**config.mk**
```make
export PLATFORM = sky130hd
export DESIGN_NAME = ram_req_ctrl
export DESIGN_NICKNAME = d
export VERILOG_FILES = /design/src/rtl/ram_req_ctrl.sv
export SDC_FILE = /design/constraint.sdc
export NUM_CORES = 1
export LEC_CHECK = 0
export ABC_AREA = 1
export BUFFER_PORTS_ARGS = -buffer_cell sky130_fd_sc_hd__buf_2
export CAP_MARGIN = 0
export CORE_MARGIN = 2
export CORE_UTILIZATION = 45
export CTS_CLUSTER_DIAMETER = 120
export DETAILED_ROUTE_END_ITERATION = 8
export GPL_ROUTABILITY_DRIVEN = 0
export PLACE_DENSITY = 0.75
export SETUP_SLACK_MARGIN = 0.1
export SYNTH_ARGS = -nofsm -noshare
export SYNTH_HDL_FRONTEND = slang
export SYNTH_SLANG_ARGS = --single-unit
export TNS_END_PERCENT = 20
```
**constraint.sdc**
```tcl
create_clock -name clk -period 1.3 [get_ports clk]
set_input_delay 0 -clock clk [delete_from_list [all_inputs] [get_ports clk]]
set_output_delay 0 -clock clk [all_outputs]
set_load 0.05 [all_outputs]
```
**src/rtl/ram_req_ctrl.sv**
```systemverilog
// Valid/ready request front-end for the small register RAM: sequences writes and
// reads into correctly timed r_w/address/data and returns read data on a response channel.
module ram_req_ctrl #(
   parameter int ADDR_W    = 1,
   parameter int DATA_W    = 8,
   parameter int READ_WAIT = 0,
   parameter int CNT_W     = 8
) (
   input  logic              clk,
   input  logic              rst,
   input  logic              req_valid,
   output logic              req_ready,
   input  logic              req_we,
   input  logic [ADDR_W-1:0] req_addr,
   input  logic [DATA_W-1:0] req_wdata,
   output logic              rsp_valid,
   input  logic              rsp_ready,
   output logic [DATA_W-1:0] rsp_rdata,
   output logic [ADDR_W-1:0] rsp_addr,
   output logic              mem_r_w,
   output logic [ADDR_W-1:0] mem_addr,
   output logic [DATA_W-1:0] mem_wdata,
   input  logic [DATA_W-1:0] mem_rdata,
   output logic [CNT_W-1:0]  wr_cnt,
   output logic [CNT_W-1:0]  rd_cnt
);

   typedef enum logic [1:0] {
      ST_IDLE = 2'd0,
      ST_WR   = 2'd1,
      ST_RD   = 2'd2,
      ST_RSP  = 2'd3
   } state_t;

   localparam logic [1:0] WAIT_INIT = 2'(READ_WAIT);

   state_t     state_r;
   logic [1:0] wait_r;

   // Only IDLE accepts, so ready is a pure decode of the state register.
   assign req_ready = (state_r == ST_IDLE);

   // Request sequencer: owns the state, the RAM controls, the response and the counters.
   always_ff @(posedge clk or posedge rst) begin
      if (rst) begin
         state_r   <= ST_IDLE;
         wait_r    <= 2'd0;
         rsp_valid <= 1'b0;
         rsp_rdata <= '0;
         rsp_addr  <= '0;
         mem_r_w   <= 1'b0;
         mem_addr  <= '0;
         mem_wdata <= '0;
         wr_cnt    <= '0;
         rd_cnt    <= '0;
      end else begin
         case (state_r)
            ST_IDLE: begin
               if (req_valid && req_ready) begin
                  mem_addr <= req_addr;
                  if (req_we) begin
                     mem_wdata <= req_wdata;
                     mem_r_w   <= 1'b1;
                     state_r   <= ST_WR;
                  end else begin
                     mem_r_w <= 1'b0;
                     wait_r  <= WAIT_INIT;
                     state_r <= ST_RD;
                  end
               end else begin
                  mem_r_w <= 1'b0;
               end
            end
            // The RAM latches mem_wdata at this edge, so r_w drops right behind it.
            ST_WR: begin
               mem_r_w <= 1'b0;
               wr_cnt  <= wr_cnt + CNT_W'(1);
               state_r <= ST_IDLE;
            end
            // RAM data_out was refreshed at the negedge inside this cycle.
            ST_RD: begin
               mem_r_w <= 1'b0;
               if (wait_r == 2'd0) begin
                  rsp_rdata <= mem_rdata;
                  rsp_addr  <= mem_addr;
                  rsp_valid <= 1'b1;
                  state_r   <= ST_RSP;
               end else begin
                  wait_r <= wait_r - 2'd1;
               end
            end
            ST_RSP: begin
               mem_r_w <= 1'b0;
               if (rsp_ready) begin
                  rsp_valid <= 1'b0;
                  rd_cnt    <= rd_cnt + CNT_W'(1);
                  state_r   <= ST_IDLE;
               end else begin
                  rsp_valid <= 1'b1;
               end
            end
            default: begin
               mem_r_w   <= 1'b0;
               rsp_valid <= 1'b0;
               state_r   <= ST_IDLE;
            end
         endcase
      end
   end

endmodule

```
==> flow_summary.toml <==
[status]
status = "finished clean"

[drt]
drt-wirelength-per-cell_microns = 11.5
route.detailed.drc = 0
vias_per_cell = 4.68
first_iter_violations = 45
ant_nets = 0
first_pass_iters = 4
vias = 1641
wirelength_microns = 4050

[run]
cap_violations = 0

[worst_setup_path]
endpoint_kind = "output pin"
crit_buf_inv = 2
critical-path-max-stage-delay_ps = 420
path_common_cell = "buf_6"
required_ps = 1300
ff2ff_path_depth = 6
crit_path_cell_trace = "buf_6, nor2_4, buf_6"
critical-path-top-delay-family = "flip-flops"
slowest_stage = "dfrtp_1"
startpoint_type = "flip-flop"
worst-path-stages = 3
path_class = "flip-flop to output pin"
crit_arrival_ps = 1260
crit_path_max_fanout = 6

[placement]
dpl-instance-area_sq_um = 2230
port_buffers = 58
hpwlAfterDp_microns = 2640
dp_cells = 322

[timing]
finalSetupViolCount = 0
hold_viol = 0
skew_ps = 3.80
tns_ps = 0
fmax_mhz = 795
min_period_over_period = 0.967
slew_violations = 0
worst_pin_slew_ps = 491
slew-limit-headroom = 0.673
period_minus_slack_ps = 1260
rsz0062_at_grt = "true"

[yosys]
postSynthCellCount = 209
yosys_warnings = 0
synth-seq-area-share = 0.554
synth_area_sq_um = 1810
yosysUniqueCellTypes = 22
synth_area_per_cell_sq_um = 8.64
ys_seq_elements = 40
syn_nets = 234

[final_layout]
post-route-util = 0.663
nFillCells = 311
nets = 325
final_cells = 351
multiInputGateArea_sq_um = 801
area.growth.synth_to_final_pct = 44.7
num_antenna_cells = 0
drive_gt1_frac = 0.355
seqCellArea_sq_um = 1010
fin_area_sq_um = 2610

[clocking]
path_clk_slew_ps = 80
clock_latency_ps = 290
cts_buffers = 5
htreeDepth = 2
cts.sinks = 40
cts_tree = "done"
clockRootBuffer = "clkbuf_8"
cts_buffer_depth = 2

[floorplan]
placementRows = 23
die_h_microns = 67.4
core-area_sq_um = 3940
io_pins = 59
dieArea_sq_um = 4540
die_x_microns = 67.4
start_util = 0.458

[grt]
grt_max_degree = 41
grt_pass1_vias = 1567
antenna_found_initial = 0
grt_pass1_wl_microns = 6560
grt_overflow = 0
grt_usage = 0.193

[power_and_ir_drop]
powerDensity_nw_per_um2 = 2540
ir_drop_uv = 1640
leakage_nw = 1.42

[hold_path]
holdCritPathClass = "primary input to flip-flop"
min_path_cells = 3
[routing by layer]
| metal | global-route usage | part of all wire | vias up | wire (microns) |
|---|---|---|---|---|
| li1 | - | - | 838 | - |
| met5 | 0 | 0 | - | 0 |
| met2 | 0.335 | 0.51 | 43 | 2090 |
| met3 | 0.0500 | 0.046 | 2 | 188 |
| met1 | 0.231 | 0.43 | 758 | 1760 |
| met4 | 0.0689 | 0.0054 | 0 | 22 |
[stage by stage]
stage	worst slack, ps	hold WS (ps)	power (mW)
finish	42.6	59.1	6.65
global route	-15.5	83.4	7.12
detailed placement	-49.2	156	5.54
CTS	71.7	39.5	6.49
global placement	-6.22	148	5.46
floorplan	6.83	110	4.70
[worst register-to-register path, cell delays in order, from the launching register on]
cell,delay (ps)
dfrtp_1,420
buf_6,150
nor2_4,210
buf_4,150
nand3_2,90
nand2_1,90
nand2_1,50
[power by group]
part | internal [mW] | total [mW] | leakage, nW | switching, mW
sequential | 1.73 | 2.14 | 0.494 | 0.405
combinational | 1.04 | 3.66 | 0.880 | 2.63
clock | 0.431 | 0.847 | 0.0445 | 0.416
[registers in the layout (all words and copies together), names as in the netlist]
| name | flops |
|---|---|
| mem_wdata | 8 |
| rd_cnt | 8 |
| rsp_rdata | 8 |
| wr_cnt | 8 |
| state_r | 2 |
| wait_r | 2 |
| mem_addr | 1 |
| mem_r_w | 1 |
| rsp_addr | 1 |
| rsp_valid | 1 |
[cells in the mapped netlist]
master,count,area share
nor2_4,2,0.012
inv_2,2,0.0042
a21oi_1,5,0.014
nand3b_1,2,0.0083
buf_4,2,0.0083
inv_1,19,0.039
nand3_2,1,0.0055
nor2_1,9,0.019
buf_2,1,0.0028
o21ai_1,1,0.0028
nand4_1,6,0.021
ha_1,3,0.021
o21ai_0,2,0.0055
nand3_1,15,0.042
clkbuf_1,1,0.0021
nand3_4,1,0.0097
nand2_1,85,0.18
xor2_1,5,0.024
xnor2_1,3,0.015
dfrtp_1,40,0.55
or2_1,1,0.0035
nor2_2,3,0.010
[cell type report]
type,instances,area share
clock buffers,7,0.0330
clock inverters,1,0.00287
inverters,21,0.0321
multi-input cells,145,0.306
flip-flops and latches,40,0.386
well taps,50,0.0239
repair buffers,86,0.214
repair inverters,1,0.00191
[cell usage in the layout (no fill, tap or decap), types with 2 or more instances in the layout]
cell type,netlist,final
nand2_1,85,76
buf_2,1,57
dfrtp_1,40,34
inv_1,19,19
dlygate4sd3_1,0,18
nand3_1,15,14
buf_4,2,8
nand2_2,0,7
nor2_1,9,6
nand4_1,6,6
nor2_4,2,6
clkbuf_8,0,6
dfrtp_2,0,6
a21oi_1,5,5
xor2_1,5,5
o21ai_1,1,3
xnor2_1,3,3
buf_6,0,3
nor2_2,3,2
nand2_4,0,2
nand3_4,1,2
nand3_2,1,2
nand3b_1,2,2
[timing repair]
action | 4_1_cts | 5_1_grt
endpoints found under the hold margin | 57 | 0
hold buffers | 18 | 0
setup buffers | 0 | 1
endpoints found under the setup margin | 32 | 31
pin swaps | 0 | 9
gates cloned | 0 | 2
gates resized for setup | 4 | 25
[kinds of logic (layout without fill, tap and decap cells)]
group	count (synthesis)	count (layout)	share of synthesized area
DFF	40	40	0.554
xor gates and xnor gates	8	8	0.0388
buffers and inverters	25	116	0.0568
and+or+nand+nor	125	126	0.307
adders and majority gates	3	3	0.0208
AOI/OAI and AO/OA	8	8	0.0222
[final timing paths]
check                                          from                  endpoint  slack [ps]
setup / recovery             state_r[1]$_DFFE_PP0P_                 req_ready          40
max in group asynchronous                       rst     rd_cnt[2]$_DFFE_PP0P_         570
hold reg to reg            rsp_rdata[0]$_DFFE_PP0P_  rsp_rdata[0]$_DFFE_PP0P_         470
setup reg to reg             state_r[1]$_DFFE_PP0P_  mem_wdata[2]$_DFFE_PP0P_          50
min in group asynchronous                       rst  mem_wdata[5]$_DFFE_PP0P_         360
hold / removal                            req_valid      mem_addr$_DFFE_PP0P_          60
No activity file was read; power rests on OpenSTA's default activity.
